`src/rtl/rom_download_ctrl_if.sv`:
```
`default_nettype none
// ============================================================================
// Module      : rom_download_ctrl_if
// Description : Bundle of the HPS ioctl download stream and the ROM write /
//               status outputs of rom_download_ctrl.
// Revision    : 1.0 - initial release
// ============================================================================
interface rom_download_ctrl_if;
   // Host download stream
   logic        ioctl_download;
   logic [7:0]  ioctl_index;
   logic        ioctl_wr;
   logic [24:0] ioctl_addr;
   logic [7:0]  ioctl_dout;
   logic        ioctl_wait;
   // Write port towards decoder / EPROMs, plus load status
   logic [24:0] DL_ADDR;
   logic [7:0]  DL_DATA;
   logic        DL_WR;
   logic        CORE_RESET;
   logic        ROM_LOADED;
   logic        LOAD_ERR;
   logic [24:0] BYTE_COUNT;

   // Host / environment side
   modport master (
      output ioctl_download, ioctl_index, ioctl_wr, ioctl_addr, ioctl_dout,
      input  ioctl_wait, DL_ADDR, DL_DATA, DL_WR, CORE_RESET, ROM_LOADED,
             LOAD_ERR, BYTE_COUNT
   );

   // Download controller side
   modport slave (
      input  ioctl_download, ioctl_index, ioctl_wr, ioctl_addr, ioctl_dout,
      output ioctl_wait, DL_ADDR, DL_DATA, DL_WR, CORE_RESET, ROM_LOADED,
             LOAD_ERR, BYTE_COUNT
   );
endinterface
`default_nettype wire

```
`src/rtl/rom_download_ctrl.sv`:
```
`default_nettype none
// ============================================================================
// Module      : rom_download_ctrl
// Description : Sequences the ioctl ROM download into one-cycle EPROM write
//               strobes, throttles the host, validates address order and
//               image length, and holds the core in reset until a good image
//               has been written.
// Revision    : 1.0 - initial release
// ============================================================================
module rom_download_ctrl #(
   parameter int unsigned ROM_SIZE   = 'h58300,
   parameter logic [7:0]  ROM_INDEX  = 8'd0,
   parameter int unsigned GAP_CYCLES = 2
) (
   input wire logic           CLK,
   input wire logic           RESET_N,
   rom_download_ctrl_if.slave bus
);

   localparam logic [2:0] S_IDLE  = 3'd0;
   localparam logic [2:0] S_LOAD  = 3'd1;
   localparam logic [2:0] S_GAP   = 3'd2;
   localparam logic [2:0] S_CHECK = 3'd3;
   localparam logic [2:0] S_DONE  = 3'd4;
   localparam logic [2:0] S_ERROR = 3'd5;

   localparam logic [24:0] c_ROM_SIZE = 25'(ROM_SIZE);
   localparam logic [3:0]  c_GAP      = 4'(GAP_CYCLES);
   localparam logic [24:0] c_CNT_MAX  = '1;

   logic [2:0]  r_state;
   logic [3:0]  r_gap_cnt;
   logic        r_bad;
   logic        r_load_err;
   logic        r_dl_wr;
   logic [24:0] r_dl_addr;
   logic [7:0]  r_dl_data;
   logic [24:0] r_byte_count;

   logic        w_sel;
   logic        w_seq_err;
   logic        w_ovf;

   assign w_sel     = bus.ioctl_download & (bus.ioctl_index == ROM_INDEX);
   assign w_seq_err = (bus.ioctl_addr != r_byte_count);
   assign w_ovf     = (bus.ioctl_addr >= c_ROM_SIZE);

   // Download sequencer: state, byte acceptance, throttle counter, validation
   always_ff @(posedge CLK or negedge RESET_N) begin
      if (!RESET_N) begin
         r_state      <= S_IDLE;
         r_gap_cnt    <= '0;
         r_bad        <= 1'b0;
         r_load_err   <= 1'b0;
         r_dl_wr      <= 1'b0;
         r_dl_addr    <= '0;
         r_dl_data    <= '0;
         r_byte_count <= '0;
      end else begin
         r_dl_wr <= 1'b0;
         case (r_state)
            S_IDLE, S_DONE, S_ERROR: begin
               if (w_sel) begin
                  r_state      <= S_LOAD;
                  r_byte_count <= '0;
                  r_load_err   <= 1'b0;
                  r_bad        <= 1'b0;
               end
            end
            S_LOAD: begin
               if (bus.ioctl_wr) begin
                  if (w_seq_err || w_ovf) r_bad <= 1'b1;
                  // Out-of-range bytes are counted but never reach the EPROMs
                  if (!w_ovf) begin
                     r_dl_wr   <= 1'b1;
                     r_dl_addr <= bus.ioctl_addr;
                     r_dl_data <= bus.ioctl_dout;
                  end
                  if (r_byte_count != c_CNT_MAX) r_byte_count <= r_byte_count + 25'd1;
               end
               // A byte arriving with the falling select is still taken above
               if (!w_sel) begin
                  r_state <= S_CHECK;
               end else if (bus.ioctl_wr && (c_GAP != 4'd0)) begin
                  r_state   <= S_GAP;
                  r_gap_cnt <= c_GAP;
               end
            end
            S_GAP: begin
               // Host ignored ioctl_wait: the byte is lost, so the image is bad
               if (bus.ioctl_wr) r_bad <= 1'b1;
               if (!w_sel) begin
                  r_state   <= S_CHECK;
                  r_gap_cnt <= '0;
               end else begin
                  r_gap_cnt <= r_gap_cnt - 4'd1;
                  if (r_gap_cnt <= 4'd1) r_state <= S_LOAD;
               end
            end
            S_CHECK: begin
               if (!r_bad && (r_byte_count == c_ROM_SIZE)) begin
                  r_state <= S_DONE;
               end else begin
                  r_state    <= S_ERROR;
                  r_load_err <= 1'b1;
               end
            end
            default: r_state <= S_IDLE;
         endcase
      end
   end

   assign bus.ioctl_wait = (r_state == S_GAP);
   assign bus.CORE_RESET = (r_state != S_DONE);
   assign bus.ROM_LOADED = (r_state == S_DONE);
   assign bus.LOAD_ERR   = r_load_err;
   assign bus.DL_WR      = r_dl_wr;
   assign bus.DL_ADDR    = r_dl_addr;
   assign bus.DL_DATA    = r_dl_data;
   assign bus.BYTE_COUNT = r_byte_count;

endmodule
`default_nettype wire
```
`src/flat_wrapper.sv`:
```
// flat-port wrapper written by rule: the top's interface ports become plain ports
module rom_download_ctrl_flat 
#(
   parameter int unsigned ROM_SIZE   = 'h58300,
   parameter logic [7:0]  ROM_INDEX  = 8'd0,
   parameter int unsigned GAP_CYCLES = 2
)
  (CLK, RESET_N, bus_ioctl_download, bus_ioctl_index, bus_ioctl_wr, bus_ioctl_addr, bus_ioctl_dout, bus_ioctl_wait, bus_DL_ADDR, bus_DL_DATA, bus_DL_WR, bus_CORE_RESET, bus_ROM_LOADED, bus_LOAD_ERR, bus_BYTE_COUNT);
  rom_download_ctrl_if bus_i ();
  input wire logic CLK;
  input wire logic RESET_N;
  input wire logic [$bits(bus_i.ioctl_download)-1:0] bus_ioctl_download;
  input wire logic [$bits(bus_i.ioctl_index)-1:0] bus_ioctl_index;
  input wire logic [$bits(bus_i.ioctl_wr)-1:0] bus_ioctl_wr;
  input wire logic [$bits(bus_i.ioctl_addr)-1:0] bus_ioctl_addr;
  input wire logic [$bits(bus_i.ioctl_dout)-1:0] bus_ioctl_dout;
  output wire logic [$bits(bus_i.ioctl_wait)-1:0] bus_ioctl_wait;
  output wire logic [$bits(bus_i.DL_ADDR)-1:0] bus_DL_ADDR;
  output wire logic [$bits(bus_i.DL_DATA)-1:0] bus_DL_DATA;
  output wire logic [$bits(bus_i.DL_WR)-1:0] bus_DL_WR;
  output wire logic [$bits(bus_i.CORE_RESET)-1:0] bus_CORE_RESET;
  output wire logic [$bits(bus_i.ROM_LOADED)-1:0] bus_ROM_LOADED;
  output wire logic [$bits(bus_i.LOAD_ERR)-1:0] bus_LOAD_ERR;
  output wire logic [$bits(bus_i.BYTE_COUNT)-1:0] bus_BYTE_COUNT;
  assign bus_i.ioctl_download = bus_ioctl_download;
  assign bus_i.ioctl_index = bus_ioctl_index;
  assign bus_i.ioctl_wr = bus_ioctl_wr;
  assign bus_i.ioctl_addr = bus_ioctl_addr;
  assign bus_i.ioctl_dout = bus_ioctl_dout;
  assign bus_ioctl_wait = bus_i.ioctl_wait;
  assign bus_DL_ADDR = bus_i.DL_ADDR;
  assign bus_DL_DATA = bus_i.DL_DATA;
  assign bus_DL_WR = bus_i.DL_WR;
  assign bus_CORE_RESET = bus_i.CORE_RESET;
  assign bus_ROM_LOADED = bus_i.ROM_LOADED;
  assign bus_LOAD_ERR = bus_i.LOAD_ERR;
  assign bus_BYTE_COUNT = bus_i.BYTE_COUNT;
  rom_download_ctrl #(.ROM_SIZE(ROM_SIZE), .ROM_INDEX(ROM_INDEX), .GAP_CYCLES(GAP_CYCLES)) u_core (.CLK(CLK), .RESET_N(RESET_N), .bus(bus_i));
endmodule
```
`config.mk`:
```
export PLATFORM = sky130hd
export DESIGN_NAME = rom_download_ctrl_flat
export DESIGN_NICKNAME = d
export VERILOG_FILES = /design/src/rtl/rom_download_ctrl_if.sv /design/src/rtl/rom_download_ctrl.sv /design/src/flat_wrapper.sv
export SDC_FILE = /design/constraint.sdc
export NUM_CORES = 1
export LEC_CHECK = 0
export BUFFER_PORTS_ARGS = -buffer_cell sky130_fd_sc_hd__buf_2
export CELL_PAD_IN_SITES_DETAIL_PLACEMENT = 1
export CELL_PAD_IN_SITES_GLOBAL_PLACEMENT = 2
export CORE_UTILIZATION = 32
export CTS_CLUSTER_SIZE = 30
export DETAILED_ROUTE_END_ITERATION = 10
export GPL_ROUTABILITY_DRIVEN = 0
export PLACE_DENSITY = 0.89
export SYNTH_ARGS = -nofsm -noshare
export SYNTH_HDL_FRONTEND = slang
export SYNTH_SLANG_ARGS = --single-unit
```
`constraint.sdc`:
```
create_clock -name CLK -period 2.1 [get_ports CLK]
set_input_delay 0.42 -clock CLK [delete_from_list [all_inputs] [get_ports CLK]]
set_output_delay 0.42 -clock CLK [all_outputs]
set_load 0.05 [all_outputs]
```
After elaboration in Yosys (flattened, before gate mapping). Cells that the tools add are included.

Register bits after elaboration: 68. Output and inout port bits: 63.

Reduce and logical (&&, ||, !) cells: 16. Equal/unequal tests: 18. $lt $le $gt $ge: 2. Add/sub/neg operators: 2. Multiplexer cells: 25. Bitwise operators: 2.

Operators by type and width (count): 2-to-1 mux 25 bit (3); one-hot mux 25 bit (2 select lines) (1); adder 25 x 1 -> 25 bit (second input constant) (1); equality test 25 x 19 -> 1 bit (second input constant) (1); greater-or-equal comparator 25 x 19 -> 1 bit (second input constant) (1); inequality test 25 bit (1); inequality test 25 bit (second input constant) (1); 2-to-1 mux 3 bit (5); 2-to-1 mux 4 bit (3); one-hot mux 3 bit (4 select lines) (1); AND reduction 3 bit (4); 2-to-1 mux 1 bit (9); inequality test 3 bit (second input constant) (3); logical NOT 8 bit (1); inequality test 2 x 1 -> 1 bit (second input constant) (4); one-hot mux 4 bit (2 select lines) (1); equality test 3 x 2 -> 1 bit (second input constant) (2); equality test 3 bit (second input constant) (2); inequality test 2 bit (second input constant) (3); nonzero test 2 bit (3); AND reduction 5 bit (1); less-or-equal comparator 4 x 1 -> 1 bit (second input constant) (1); AND reduction 4 bit (1); subtractor 4 x 1 -> 4 bit (second input constant) (1); other kinds (11) (11).

Longest topological paths before layout. Gate-level depths: netlist of the first run.

Word-level depth: 5. Mapped depth: 9.

Worst setup path before layout of the first run. No wires, ideal clock.

Kind: register to register. Start point: reg u_core.r_byte_count[2] (netlist: u_core.bus.BYTE_COUNT[2]). End point: reg u_core.r_byte_count[21] (netlist: u_core.bus.BYTE_COUNT[21]). Arrival time: 2.124 ns. Required time: 2.022 ns. Path buffers: 1. Library setup time: 0.078 ns. Cell stages (with the launch flop): 7. Path slack: -0.102 ns. Cell sequence: dfrtp_1 > buf_2 > nand3_1 > nor4_2 > nand4_1 > or4_1 > a21oi_1.

Cells in the longest elaborated chain, start to end: 4.

Ends and longest elaborated chain: start: declaration (line rom_download_ctrl.sv:38) `logic [24:0] r_byte_count;`; start signal: assignment (line rom_download_ctrl.sv:79) `if (r_byte_count != c_CNT_MAX) r_byte_count <= r_byte_count + 25'd1;`; adder 25 x 1 -> 25 bit (line rom_download_ctrl.sv:79); 2-to-1 mux 25 bit (line rom_download_ctrl.sv:79); 2-to-1 mux 25 bit (line rom_download_ctrl.sv:71) `if (bus.ioctl_wr) begin`; one-hot mux 25 bit (2 select lines) (line rom_download_ctrl.sv:61) `case (r_state)`.

Several ways; a longest one is shown, not always the timed one. The select of a mux whose other input is x is not followed. A chain may end at the register's enable or synchronous reset.

Final worst setup path of the first run.
Start point: reg u_core.r_byte_count[0] (netlist: u_core.bus.BYTE_COUNT[0]). End point: reg u_core.r_byte_count[11] (netlist: u_core.bus.BYTE_COUNT[11]).

The elaborated chain is that of the path after synthesis.

==> impl_metrics.ini, run 1 <==
[status]
status = complete, no violations

[floorplanning]
die_area_um2 = 12200
die_h_um = 110
initial_utilization = 0.328
io_pins = 108
row_count = 39
chipWidth_um = 110
core_um2 = 11400

[pwr]
p_per_area_nw_per_um2 = 786
total_leakage_power_nw = 2.33
ir_drop_v = 0.000491
power.total_w = 0.00384

[global_route]
grtUsageTotal = 0.202
grt_first_pass_wirelength_um = 18400
overflow = 0
grt_pass1_vias = 3593
antenna_found_initial = 0
grt_max_degree = 43

[clock_network]
cts_tree = done
cts_inserted_buffers = 9
clockBufferDepth = 2
insertion_delay_ns = 0.34
post_cts_buffers = 0
cts-root-buf = clkbuf_16
cts-resized-gates = 0
htreeDepth = 3
cts_hold_buf = 0
clock-sinks = 68
path_clk_slew_ns = 0.06

[sta]
maxSlewHeadroom = 0.676
skew_ns = 0.00756
maxSlewViolCount = 0
finalCritPeriodShare = 0.939
min_period_ns = 1.97
max_freq_mhz = 507
setup_viol_count_final = 0
holdWs_ns = 0.141
hold_violations = 0
grt_setup_unrepaired = false
tightest_slew_ns = 0.485

[routing]
vias_per_cell = 5.29
first_pass_iters = 4
route.detailed.drc = 0
vias = 3402
postRouteAntennaNets = 0
wl_per_cell_um = 18.2
drt-total-wl_um = 11700
drt-initial-drc-count = 134

[place]
port_buffers = 107
placed_cell_area_um2 = 4610
dp_hpwl_um = 8690

[logic_synthesis]
syn-num-nets = 420
seq_area_frac_synth = 0.454
synth_area_leaders = dfrtp_1 45%, mux2_2 8.4%, xnor2_1 4.0%
syn_area_um2 = 3750
synth-seq-cells = 68
synthArstFlopShare = 1.00
synth.distinct_cells = 46
synth_ff_type = dfrtp_1
synth_edf_count = 0
yosys.area.top_type = dfrtp_1
ys_warn_count = 0
syn-instance-count = 371
syn_avg_cell_area_um2 = 10.1
netlist.area_leader.share = 0.454

[critical_path]
worst_setup_path_start_kind = register
worstPathArrival_ns = 2.23
cp_top_family = simple AND/OR/NAND/NOR gates
required_ns = 2.35
crit_type = register to register
reg2reg_from = u_core.bus.BYTE_COUNT[0]$_DFFE_PN0P_
path_buf_inv = 1
crit_cells = 7
ff2ff_setup_slack_ns = 0.13
reg2reg_depth = 7
cp_slowest_cell = or4_1
path_max_fanout = 21
path_cells = ha_1 -> and4_2 -> nand4_2 -> nor2_4 -> buf_12 -> or4_1 -> a21oi_1
r2r-end = u_core.bus.BYTE_COUNT[11]$_DFFE_PN0P_
endpoint_kind = register
max_stage_delay_ns = 0.47

[final_layout]
nNetsFinal = 544
antenna_cells = 0
final_area_um2 = 4880
syn_to_final_growth_pct = 30.2
n_fill_cell = 1333
fin_util = 0.428
drive_gt1_frac = 0.398

[run]
drv_cap = 0

[hold_path]
min_path_type = primary input to asynchronous set/reset pin
[area by class of cell]
type	instances	area [µm²]	area share
Timing Repair Buffer	133	768	0.157
Clock inverter	5	27.5	0.00564
Clock buffer	11	243	0.0497
Inverter	7	26.3	0.00538
Sequential cell	68	1720	0.351
Multi-Input combinational cell	276	1920	0.394
Tap cell	143	179	0.0366
[metrics by stage]
step / setup slack, ns / std cells / setup TNS, ns
floorplan: 0.00983 / 371 / 0
finish: 0.129 / 643 / 0
detailed placement: -0.112 / 627 / -1.12
global route: 0.0157 / 643 / 0
CTS: 0.117 / 643 / 0
global placement: -0.0282 / 627 / -0.247
[Yosys cell counts (3+ instances only)]
master,number
nand3_1,13
clkbuf_1,12
mux2_2,28
nor2b_1,10
nand4_1,11
nor2_1,21
or3_1,3
nor3_1,5
inv_1,7
xnor2_1,17
and4_1,6
or4_1,18
ha_1,4
a21oi_1,21
a22o_1,3
and2_1,3
and3_1,4
o2111ai_1,3
o31ai_1,12
nor4_1,10
buf_4,3
nand2b_1,3
nand2_1,25
buf_6,3
o21ai_0,20
xor2_1,8
dfrtp_1,68
[power by group]
group	internal (W)	switching, W	leakage (nW)	total, W
sequential	0.00138	0.0000683	0.913	0.00145
combinational	0.000377	0.000627	1.28	0.00100
clock	0.000822	0.000558	0.135	0.00138
total	0.00258	0.00125	2.33	0.00384
[cell families (layout without fill, tap and decap cells)]
kind of cell,Yosys count,after routing,share of synthesized area
XOR/XNOR,25,25,0.0584
AO/OA/AOI/OAI,70,70,0.115
AND/OR/NAND/NOR,147,147,0.233
buffers and inverters,27,156,0.0367
adder cells (fa/ha/maj),4,4,0.0133
multiplexers,30,30,0.0894
flip-flops,68,68,0.454
[worst register-to-register path, cell delays in order (launching register included)]
cell and delay [ns]:
dfrtp_2 0.40, ha_1 0.23, and4_2 0.29, nand4_2 0.11, nor2_4 0.06, buf_12 0.15, or4_1 0.47, a21oi_1 0.17
[metal layers]
layer | wire length, µm | track usage | vias to the layer above
met4 | 126 | 0.0555 | 0
li1 | - | - | 1625
met2 | 6070 | 0.353 | 78
met3 | 441 | 0.0400 | 13
met5 | 0 | 0 | -
met1 | 5070 | 0.254 | 1686
[sequential cells by signal, summed over array words and instances, names as in the netlist]
signal                 flops
u_core.r_bad               1
u_core.r_state             3
u_core.bus.DL_DATA         8
u_core.bus.DL_ADDR        25
u_core.r_gap_cnt           4
u_core.bus.BYTE_COUNT     25
u_core.bus.LOAD_ERR        1
u_core.bus.DL_WR           1
[cells in the final DEF (no fill, tap or decap), types with 4 or more instances in the layout]
cell       netlist  final
a21oi_1         21     21
and3_1           4      4
and4_1           6      5
buf_2            2    107
buf_4            3     23
clkbuf_16        0      9
clkinv_2         0      4
dfrtp_1         68     57
dfrtp_2          0     11
ha_1             4      4
inv_1            7      7
mux2_2          28     28
nand2_1         25     25
nand3_1         13     13
nand4_1         11     11
nor2_1          21     21
nor2b_1         10     10
nor3_1           5      5
nor4_1          10      9
o21ai_0         20     19
o31ai_1         12     12
or4_1           18     18
xnor2_1         17     17
xor2_1           8      8
[worst max-delay path by stage]
stage,endpoint,start,slack (ns)
floorplan,u_core.bus.BYTE_COUNT[21]$_DFFE_PN0P_,u_core.bus.BYTE_COUNT[4]$_DFFE_PN0P_,0.01
finish,u_core.bus.BYTE_COUNT[11]$_DFFE_PN0P_,u_core.bus.BYTE_COUNT[0]$_DFFE_PN0P_,0.13
detailed placement,u_core.bus.BYTE_COUNT[4]$_DFFE_PN0P_,bus_ioctl_index[2],-0.11
global route,u_core.bus.BYTE_COUNT[6]$_DFFE_PN0P_,u_core.bus.BYTE_COUNT[0]$_DFFE_PN0P_,0.02
CTS,u_core.bus.LOAD_ERR$_DFFE_PN0P_,u_core.bus.BYTE_COUNT[0]$_DFFE_PN0P_,0.12
global placement,u_core.bus.BYTE_COUNT[7]$_DFFE_PN0P_,bus_ioctl_index[2],-0.03
(Power assumes the default switching activity.)
==> inputs of run 2 (changes only) <==
--- a/config.mk
+++ b/config.mk
@@ -5,14 +5,15 @@
 export SDC_FILE = /design/constraint.sdc
 export NUM_CORES = 1
 export LEC_CHECK = 0
+export ABC_AREA = 1
 export BUFFER_PORTS_ARGS = -buffer_cell sky130_fd_sc_hd__buf_2
 export CELL_PAD_IN_SITES_DETAIL_PLACEMENT = 1
 export CELL_PAD_IN_SITES_GLOBAL_PLACEMENT = 2
-export CORE_UTILIZATION = 32
+export CORE_UTILIZATION = 29
 export CTS_CLUSTER_SIZE = 30
 export DETAILED_ROUTE_END_ITERATION = 10
 export GPL_ROUTABILITY_DRIVEN = 0
-export PLACE_DENSITY = 0.89
+export PLACE_DENSITY = 0.88
 export SYNTH_ARGS = -nofsm -noshare
 export SYNTH_HDL_FRONTEND = slang
 export SYNTH_SLANG_ARGS = --single-unit
==> run 2 against run 1 <==
Global-route usage is 0.14 points lower. Clock power is 19% higher. Sequential share of layout area is 2.4 points lower. Clock skew is 0.0013 ns lower. First-iteration DRC count is 69% higher. Sequential power is 23% higher. Critical path type is now register to output port. Critical endpoint is now bus_ioctl_wait. Largest power group is now combinational cells.
==> impl_metrics.ini, run 2 <==
[routing]
first_pass_iters = 4
vias_per_cell = 4.79
wl_per_cell_um = 15.9
drt-initial-drc-count = 226
vias = 4164
postRouteAntennaNets = 0
route.detailed.drc = 0
drt-total-wl_um = 13800

[global_route]
grt_first_pass_wirelength_um = 22700
grtUsageTotal = 0.201
overflow = 0
grt_max_degree = 69
grt_pass1_vias = 4378
antenna_found_initial = 0

[sta]
grt_setup_unrepaired = false
setup_viol_count_final = 0
min_period_ns = 2.00
final.setup.tns_ns = 0
max_freq_mhz = 499
finalCritPeriodShare = 0.953
tightest_slew_ns = 0.509
holdWs_ns = 0.0697
maxSlewViolCount = 0
maxSlewHeadroom = 0.658
skew_ns = 0.00626
hold_violations = 0

[critical_path]
worst_setup_path_start_kind = register
reg2reg_depth = 9
endpoint_kind = output port
path_max_fanout = 5
required_ns = 1.68
worstPathArrival_ns = 1.58
crit_type = register to output port
ff2ff_setup_slack_ns = 0.20

[place]
port_buffers = 107
dp_hpwl_um = 10800

[logic_synthesis]
synthSimpleGateAreaFrac = 0.354
yosys.area.top_type = dfrtp_1
synth_most_common_cell = nand2_1
synth.distinct_cells = 32
synth_top_family_by_area = simple AND/OR/NAND/NOR gates
synth-compound-area-share = 0.0827
synth_commonest_cells = 194 x nand2_1, 68 x dfrtp_1, 66 x nor2_1
synth_ff_type = dfrtp_1
ys_warn_count = 0
netlist.area_leader.share = 0.415
synth_area_leaders = dfrtp_1 42%, nand2_1 18%, nor2_1 6.0%
syn-num-nets = 619
syn_avg_cell_area_um2 = 7.19
seq_area_frac_synth = 0.415
synth-seq-cells = 68
synth_xor_area_frac = 0.0513
muxShareOfSynthArea = 0
syn_area_um2 = 4100
synthArstFlopShare = 1.00
synth_edf_count = 0
syn-instance-count = 570
synthAdderAreaFrac = 0.0122

[pwr]
ir_drop_v = 0.000371
p_per_area_nw_per_um2 = 1080
power.total_w = 0.00562
total_leakage_power_nw = 2.77

[floorplanning]
io_pins = 108
die_area_um2 = 14600
die_h_um = 121
initial_utilization = 0.296
row_count = 43
chipWidth_um = 121
core_um2 = 13800

[final_layout]
antenna_cells = 0
syn_to_final_growth_pct = 27.2
final_common_cell = nand2_1
drive_gt1_frac = 0.251
nNetsFinal = 735
n_fill_cell = 1749
layout_common_cells = 194 x nand2_1, 107 x buf_2, 66 x nor2_1, 66 x dfrtp_1, 63 x inv_1

[clock_network]
path_clk_slew_ns = 0.06
cts-resized-gates = 0
clock-sinks = 68
clockBufferDepth = 2
post_cts_buffers = 0
htreeDepth = 3
cts_tree = done
cts-root-buf = clkbuf_16
cts_hold_buf = 0
cts_inserted_buffers = 9
insertion_delay_ns = 0.34

[run]
drv_cap = 0

[status]
status = complete, no violations

[hold_path]
min_path_type = primary input to asynchronous set/reset pin
==> run 2: layout make-up <==
class / count / area, µm² / share of cell area
multi-input cells: 418 / 2060 / 0.395
flip-flops and latches: 68 / 1700 / 0.327
repair buffers: 120 / 649 / 0.125
inverters: 69 / 262 / 0.0502
clock buffers: 9 / 225 / 0.0432
well taps: 180 / 225 / 0.0432
clock inverters: 6 / 88.8 / 0.0170
==> run 2: logic make-up (layout without fill, tap and decap cells) <==
kind of cell               after synthesis  in the layout
AOI/OAI and AO/OA                       55             55
xor gates and xnor gates                24             24
adders and majority gates                4              4
buffers and inverters                   84            204
DFF                                     68             68
and+or+nand+nor                        335            335
==> run 2: path summary, 6_finish.rpt <==
check,from,end
max in group asynchronous,RESET_N,u_core.bus.BYTE_COUNT[0]$_DFFE_PN0P_
worst max register to register,u_core.bus.BYTE_COUNT[1]$_DFFE_PN0P_,u_core.bus.BYTE_COUNT[17]$_DFFE_PN0P_
min in group CLK,bus_ioctl_dout[1],u_core.bus.DL_DATA[1]$_DFFE_PN0P_
worst min-delay path,RESET_N,u_core.bus.BYTE_COUNT[23]$_DFFE_PN0P_
worst min register to register,u_core.bus.DL_ADDR[23]$_DFFE_PN0P_,u_core.bus.DL_ADDR[23]$_DFFE_PN0P_
worst max-delay path,u_core.r_state[1]$_DFFE_PN0P_,bus_ioctl_wait
==> run 2: routing by layer <==
layer  global-route usage  up-vias  share of wire
met5                    0        -              0
met4               0.0702        0          0.013
met3               0.0305       14          0.059
met2                0.329      104           0.47
met1                0.269     2014           0.46
li1                     -     2032              -
==> run 2: worst max-delay path, cell delays in order, from the launching register on <==
cell     delay (ns)
dfrtp_1        0.49
nand3_1        0.27
inv_1          0.20
buf_2          0.29
==> run 2: stage by stage <==
stage	utilization	area [µm²]	cells	setup WS [ns]
after floorplan	-	4110	570	0.0833
after global placement	0.354	4890	855	0.221
after detailed placement	0.354	4890	855	0.0969
after CTS	0.376	5200	870	0.0683
after global routing	0.377	5210	870	0.0369
final	0.377	5210	870	0.0977
==> run 2: power by group <==
| part | total (W) | leakage, nW | switching [W] | internal, W |
|---|---|---|---|---|
| combinational | 0.00218 | 1.70 | 0.00157 | 0.000606 |
| clock | 0.00164 | 0.148 | 0.000607 | 0.00103 |
| sequential | 0.00179 | 0.916 | 0.000295 | 0.00150 |
| total | 0.00562 | 2.77 | 0.00248 | 0.00314 |
